[config.mk]
export PLATFORM = sky130hd
export DESIGN_NAME = env_scheduler
export DESIGN_NICKNAME = d
export VERILOG_FILES = /design/src/rtl/env_scheduler.sv
export SDC_FILE = /design/constraint.sdc
export NUM_CORES = 2
export LEC_CHECK = 0
export CORE_MARGIN = 2
export CORE_UTILIZATION = 30
export DETAILED_ROUTE_END_ITERATION = 7
export PLACE_DENSITY_LB_ADDON = 0.15
export RECOVER_POWER = 50
export SETUP_SLACK_MARGIN = 0.5
export SYNTH_ARGS = -nofsm -noshare
export SYNTH_HDL_FRONTEND = slang
export SYNTH_SLANG_ARGS = --single-unit
[constraint.sdc]
create_clock -name clk_in -period 5.7 [get_ports clk_in]
set_input_delay 1.425 -clock clk_in [delete_from_list [all_inputs] [get_ports clk_in]]
set_output_delay 1.425 -clock clk_in [all_outputs]
set_load 0.005 [all_outputs]
[src/rtl/env_scheduler.sv]
// Time-multiplexes one shared envelope filter across NUM_BANDS vocoder bands, one band per request/response.
// Optional sticky dropped-strobe flag: define ENV_SCHEDULER_OVERRUN_EN.
module env_scheduler #(
  parameter int NUM_BANDS = 16,
  parameter int WIDTH     = 24
) (
  input  logic                          clk_in,
  input  logic                          rst_in,
  input  logic                          sample_valid_in,
  input  logic [NUM_BANDS*WIDTH-1:0]    band_samples_in,
  output logic                          filt_valid_out,
  output logic [$clog2(NUM_BANDS)-1:0]  filt_band_out,
  output logic [WIDTH-1:0]              filt_sample_out,
  input  logic                          filt_ready_in,
  input  logic                          filt_done_in,
  input  logic [WIDTH-1:0]              filt_sample_in,
  output logic [NUM_BANDS*WIDTH-1:0]    env_out,
  output logic                          env_valid_out,
  output logic                          busy_out,
  output logic                          overrun_out
);

  localparam int IW = $clog2(NUM_BANDS);
  localparam logic [IW-1:0]    LAST     = IW'(NUM_BANDS - 1);
  localparam logic [WIDTH-1:0] MOST_NEG = {1'b1, {(WIDTH-1){1'b0}}};
  localparam logic [WIDTH-1:0] MAX_POS  = {1'b0, {(WIDTH-1){1'b1}}};
  localparam logic [WIDTH-1:0] ONE      = WIDTH'(1);

  typedef enum logic [1:0] {IDLE, ISSUE, WAIT, DONE} state_e;

  state_e                       state_q, state_d;
  logic [IW-1:0]                idx_q, idx_d;
  logic [NUM_BANDS*WIDTH-1:0]   buf_q, buf_d;
  logic [NUM_BANDS*WIDTH-1:0]   env_q, env_d;
  logic                         filt_valid_q, filt_valid_d;
  logic [WIDTH-1:0]             filt_sample_q, filt_sample_d;
  logic                         env_valid_q, env_valid_d;
  logic                         busy_q, busy_d;

  // Saturating magnitude: the most negative code has no positive twin.
  function automatic logic [WIDTH-1:0] rectify(input logic [WIDTH-1:0] x);
    if (x == MOST_NEG) return MAX_POS;
    if (x[WIDTH-1])    return (~x) + ONE;
    return x;
  endfunction

  always_comb begin
    // NOTE: every variable gets a default before the case so no path can infer a latch.
    state_d = state_q;
    idx_d   = idx_q;
    buf_d   = buf_q;
    env_d   = env_q;
    unique case (state_q)
      IDLE: if (sample_valid_in) begin
        buf_d   = band_samples_in;
        idx_d   = '0;
        state_d = ISSUE;
      end
      ISSUE: if (filt_ready_in) state_d = WAIT;
      WAIT: if (filt_done_in) begin
        env_d[idx_q*WIDTH +: WIDTH] = filt_sample_in;
        if (idx_q == LAST) begin
          state_d = DONE;
        end else begin
          idx_d   = idx_q + IW'(1);
          state_d = ISSUE;
        end
      end
      DONE:    state_d = IDLE;
      default: state_d = IDLE;
    endcase
    // Outputs are decoded from the next state so they are registered yet cycle-aligned with it.
    filt_valid_d  = (state_d == ISSUE);
    filt_sample_d = rectify(buf_d[idx_d*WIDTH +: WIDTH]);
    env_valid_d   = (state_d == DONE);
    busy_d        = (state_d != IDLE);
  end

  // NOTE: sequential state uses non-blocking assignments only, so every flop samples pre-edge values.
  always_ff @(posedge clk_in) begin
    if (rst_in) begin
      state_q       <= IDLE;
      idx_q         <= '0;
      // NOTE: the frame buffer and envelope storage are flops, not RAM, so clearing them on reset is legal.
      buf_q         <= '0;
      env_q         <= '0;
      filt_valid_q  <= 1'b0;
      filt_sample_q <= '0;
      env_valid_q   <= 1'b0;
      busy_q        <= 1'b0;
    end else begin
      state_q       <= state_d;
      idx_q         <= idx_d;
      buf_q         <= buf_d;
      env_q         <= env_d;
      filt_valid_q  <= filt_valid_d;
      filt_sample_q <= filt_sample_d;
      env_valid_q   <= env_valid_d;
      busy_q        <= busy_d;
    end
  end

  assign filt_valid_out  = filt_valid_q;
  assign filt_band_out   = idx_q;
  assign filt_sample_out = filt_sample_q;
  assign env_out         = env_q;
  assign env_valid_out   = env_valid_q;
  assign busy_out        = busy_q;

`ifdef ENV_SCHEDULER_OVERRUN_EN
  logic overrun_q, overrun_d;

  always_comb overrun_d = overrun_q | (sample_valid_in && (state_q != IDLE));

  always_ff @(posedge clk_in) begin
    if (rst_in) overrun_q <= 1'b0;
    else        overrun_q <= overrun_d;
  end

  assign overrun_out = overrun_q;
`else
  assign overrun_out = 1'b0;
`endif

endmodule

=== Yosys cells after proc, flatten, opt, wreduce, memory -nomap -nowiden ===
Index checks and enable logic that the tools add are counted.

* Output and inout bits: 416
* Word-level logic and storage cells: 46
* Flip-flop bits (word level): 801

* Equality and inequality tests: 7
* $mul: 2
* Bitwise gates (word level): 1
* Multiplexer cells: 19
* Shifts and indexed selects: 3
* Reduce and logical (&&, ||, !) cells: 3
* $add $sub $neg: 3

{| class="wikitable"
|+ Operators with widths
! kind !! count
|-
| $mux 384 || 2
|-
| $bwmux 384 || 1
|-
| $shift 24x34->384 const A || 1
|-
| $shiftx 24x34->384 || 1
|-
| $shiftx 384x10->24 || 1
|-
| $mux 24 || 4
|-
| $neg 9->34 || 1
|-
| $add 24x1->24 const B || 1
|-
| $eq 24x24->1 const B || 1
|-
| $not 24->24 || 1
|-
| $mul 4x2->6 const B || 2
|-
| $mux 4 || 3
|-
| $mux 2 || 4
|-
| $pmux 2 s4 || 1
|-
| $pmux 4 s2 || 1
|-
| $eq 2x2->1 const B || 3
|-
| $add 4x1->4 const B || 1
|-
| $eq 2x1->1 const B || 2
|-
| $eq 4x4->1 const B || 1
|-
| $mux 1 || 3
|-
| $logic_not 2->1 || 1
|-
| $reduce_and 2->1 || 1
|-
| $reduce_bool 2->1 || 1
|}

=== Longest topological paths before layout ===
* Depth in word-level cells: 11
* Depth in mapped cells: 22
* Depth with buffers taken out: 15

=== Worst setup path after synthesis ===
OpenSTA, ideal clock, no wires.

* Path type: register to register
* Start: register idx_q[0], in the netlist filt_band_out[0]
* End: register env_q[142], in the netlist env_out[142]
* Data arrival time: 5111 ps
* Slack: 504 ps
* Path buffers: 7
* Data required time: 5614 ps
* Library setup time: 86 ps
* Stages on the path, launching flop included: 21
* Path through: dfxtp_1 inv_1 clkbuf_1 clkbuf_1 buf_1 clkbuf_1 ha_1 clkbuf_1 nor3b_1 nand2_1 nor2_1 ha_1 clkbuf_1 inv_1 nor2_1 nand3_1 or3_1 a21oi_1 clkbuf_1 nor2_1 a211oi_1

* Longest elaborated chain between the ends: 4
* Elaborated cells between the ends (all ways): 5

{| class="wikitable"
|+ RTL lines
! item !! RTL line !! text
|-
| start, declared || 32 || <nowiki>logic [IW-1:0] idx_q, idx_d;</nowiki>
|-
| start signal, assigned || 93 || <nowiki>idx_q <= idx_d;</nowiki>
|-
| $mul 4x2->6 (*) || 61 || <nowiki>env_d[idx_q*WIDTH +: WIDTH] = filt_sample_in;</nowiki>
|-
| $neg 9->34 (*) || 61 ||
|-
| $shiftx 24x34->384 / $shift 24x34->384 (equally long branches) || 61 ||
|-
| $bwmux 384 (*) || 61 ||
|-
| end signal, assigned || 95 || <nowiki>env_q <= env_d;</nowiki>
|-
| end, declared || 34 || <nowiki>logic [NUM_BANDS*WIDTH-1:0] env_q, env_d;</nowiki>
|}

Mark *: on every way between the ends. The rest lies on a longest branch, timed or not.
A chain may end at the register's enable or synchronous reset.

=== Worst setup path after layout ===
* Start: input sample_valid_in
* End: register filt_sample_q[12], in the netlist filt_sample_out[12]

* Longest elaborated chain between the ends: 9
* Elaborated cells between the ends (all ways): 15

{| class="wikitable"
|+ RTL lines
! item !! RTL line !! text
|-
| start, declared || 9 || <nowiki>input logic sample_valid_in,</nowiki>
|-
| $mux 4 || 54 || <nowiki>IDLE: if (sample_valid_in) begin</nowiki>
|-
| $pmux 4 s2 || 53 || <nowiki>unique case (state_q)</nowiki>
|-
| $mul 4x2->6 || 74 || <nowiki>filt_sample_d = rectify(buf_d[idx_d*WIDTH +: WIDTH]);</nowiki>
|-
| $shiftx 384x10->24 (*) || 74 ||
|-
| $not 24->24 || 43 || <nowiki>if (x[WIDTH-1]) return (~x) + ONE;</nowiki>
|-
| $add 24x1->24 || 43 ||
|-
| $mux 24 || 43 ||
|-
| $mux 24 || 44 || <nowiki>return x;</nowiki>
|-
| $mux 24 (*) || 43 ||
|-
| end signal, assigned || 97 || <nowiki>filt_sample_q <= filt_sample_d;</nowiki>
|-
| end, declared || 36 || <nowiki>logic [WIDTH-1:0] filt_sample_q, filt_sample_d;</nowiki>
|}

Mark *: on every way between the ends. The rest lies on a longest branch, timed or not. The select of a mux whose other input is x is not followed.

==> impl_results.md <==
* Outcome: finished with violations
* Failing checks: capacitance limit, slew limit
* Drt via density at 5.30
* Core box area at 119,000 um2
* Worst Hold Class: flop to flop
* PortBufs at 827
* Hold Slack at 447 ps
* Yosys reg bits at 801
* Final TNS setup at 0 ps
* GRT overflow at 0
* Reg2Reg Depth at 14
* Leading post-synthesis cells by cell area: dfxtp_1 (45%), nand2_1 (8.4%), mux2i_1 (8.1%)
* CP startpoint: sample_valid_in
* Initial core utilization at 0.301
* Worst skew pair latency at 690 ps
* I/O pin cnt at 829
* Final GP Congestion at 0.961
* Peak Freq at 187 MHz
* Max clock buf depth at 3
* Final Critical Period at 5340 ps
* CP Max Fanout at 12
* Count of final hold-check violations at 0
* Critical path type: primary input to flop
* First-pass iteration count of the detailed router at 6
* Pre-CTS setup slack at -92.2 ps
* Vias in the first global route at 35,000
* Reg-to-reg setup timing slack at 650 ps
* Residual DRC at 0
* HPWL Detailed at 140,000 um
* Layout area overhead at 39.9%
* Final WS setup at 364 ps
* Reg2Reg Capture Point: filt_sample_out[20]
* RSZ-0062 raised after global routing: false
* WP data required at 6070 ps
* Cell taking the most area after synthesis: dfxtp_1
* Final nets at 5,748
* Hold Path Depth at 2
* CTS tree: yes
* Yosys cell types at 101
* Vias at 37,200
* Mean Syn Cell Area at 8.01 um2
* Clock sinks at 801
* Ys async rst share at 0
* Yosys warns at 0
* Final Instance Area at 50,400 um2
* Row count at 127
* RR Startpoint: filt_band_out[3]
* Initial antenna violation count at 15
* Syn Std Cell Area at 36,000 um2
* Main synth FF type: dfxtp_1
* Max-Cap Viols at 2
* Crit share post-route at 0.936
* Syn Nets at 4,917
* Final setup viols at 0
* Normalized max-slew margin at -1.98
* EDFF count, synth at 0
* Largest net degree at the start of global routing at 206
* Root buf cell: clkbuf_16
* Static leakage at 19.9 nW
* Reg clk slew, reported paths at 60 ps
* Die Width at 350 um
* Hold Startpoint: env_out[113]
* Worst slew pin tran at 4480 ps
* Die area at 123,000 um2
* Layout Skew at 23.7 ps
* DIE HEIGHT at 350 um
* Overall routing resource usage at 0.285
* Placed cell area at 47,000 um2
* Post-route antenna net violation count at 0
* WHS Endpoint: env_out[113]
* Crit path capture type: flop
* First-pass GRT wire length at 256,000 um
* Peak supply drop at 196 uV
* Sequential area share after synthesis at 0.445
* Fin util at 0.422
* Total CTS buffers at 93
* Final slew viol count at 367
* CP arrival at 5700 ps
* Share of the synthesized area in the top cell type at 0.445
* Synth Instances at 4,496
* Worst setup SP type: primary input
* Initial DRC count at 4,054
* Power Density at 285 nW/um2
* Avg WL per Cell at 26.2 um
* Routed Wire Length at 184,000 um
* Number of H-tree levels at 3
* Layout cells sized above 1 at 0.0889
-- cell usage after synthesis, types with 25 or more instances --
| cell type | count |
|---|---|
| a211oi_1 | 73 |
| a21oi_1 | 459 |
| a22oi_1 | 31 |
| a31oi_1 | 27 |
| and3_1 | 35 |
| buf_2 | 45 |
| clkbuf_1 | 238 |
| dfxtp_1 | 801 |
| inv_1 | 25 |
| mux2i_1 | 292 |
| nand2_1 | 807 |
| nand3_1 | 86 |
| nor2_1 | 714 |
| nor3_1 | 213 |
| o21ai_0 | 104 |
| o22ai_1 | 66 |
-- layout make-up --
class                           instances  area (um2)
Antenna cell                           11        27.5
Timing Repair Buffer                 1066       10500
Fill cell                           12300       69100
Inverter                               27         101
Tap cell                             1612        2020
Clock buffer                          136        2700
Multi-Input combinational cell       3338       18500
Sequential cell                       801       16000
Clock inverter                         30         531
-- power breakdown --
group	switching, mW	leakage [nW]	internal [mW]
Clock	2.57	1.58	3.83
Sequential	0.161	6.52	5.82
Combinational	1.12	11.8	0.840
Total	3.86	19.9	10.5
-- critical path, cell delays in order --
cell and delay (ps):
clkdlybuf4s25_1 300, or3b_1 710, a22oi_2 530, nor3_1 90, a2111oi_0 920, nor3_1 150
a2111oi_2 450, nor3_2 100, buf_4 180, nor3_4 150, buf_4 190, buf_4 120
a41oi_1 120, xor2_1 160, a21oi_1 80
-- cell usage in the layout, fill, tap and decap left out, types with 26 or more instances in the layout --
cell type / netlist / final
a211oi_1: 73 / 72
clkbuf_16: 0 / 95
dfxtp_1: 801 / 799
buf_4: 15 / 207
o22ai_1: 66 / 65
a21oi_1: 459 / 458
buf_12: 0 / 26
a31oi_1: 27 / 27
nor2_1: 714 / 711
clkdlybuf4s50_1: 0 / 572
dlygate4sd3_1: 0 / 252
nand3_1: 86 / 85
o21ai_0: 104 / 104
and3_1: 35 / 35
nor3_1: 213 / 209
a22oi_1: 31 / 31
mux2i_1: 292 / 291
nand2_1: 807 / 804
-- per-layer routing --
metal	GRT usage	routed length, um	up-vias
met2	0.447	82400	1542
met3	0.0695	14800	267
li1	-	-	17400
met1	0.382	79900	18000
met5	0	0	-
met4	0.0977	6670	0
-- flip-flops by register name, indices dropped and copies added (netlist names) --
register and count:
env_valid_out 1, env_out 384, buf_q 384, filt_sample_out 24, busy_out 1, filt_band_out 4
state_q 2, filt_valid_out 1
-- cells by family (layout without fill, tap and decap cells) --
logic type / after synthesis / in the layout / share of synthesized area
buffers and inverters: 357 / 1259 / 0.0440
other: 1 / 12 / 0.000104
multiplexers: 319 / 319 / 0.0922
adder cells (fa/ha/maj): 8 / 8 / 0.00299
AND/OR/NAND/NOR: 1978 / 1978 / 0.232
flip-flops: 801 / 801 / 0.445
XOR/XNOR: 26 / 26 / 0.00632
AO/OA/AOI/OAI: 1006 / 1006 / 0.177
-- through the flow --
step | cells | total power, mW
floorplan | 4496 | 6.97
CTS | 7002 | 14.4
global placement | 6836 | 8.03
finish | 7021 | 14.4
detailed placement | 6836 | 8.02
global route | 7020 | 14.8
-- how the worst max path moves through the flow --
stage	cells past startpoint	slack, ps	endpoint
floorplan	20	500	env_out[142]
global placement	15	-90	filt_sample_out[20]
detailed placement	15	-90	filt_sample_out[20]
CTS	16	530	env_out[277]
global route	15	280	filt_sample_out[20]
finish	15	360	filt_sample_out[12]
-- what timing repair did --
item / in CTS / in global routing
hold buffers: 0 / 0
pin swaps: 0 / 7
endpoints found under the setup margin: 17 / 190
gates resized for setup: 1 / 13
gates cloned: 0 / 1
setup buffers: 0 / 7
No activity file was read; power rests on OpenSTA's default activity.
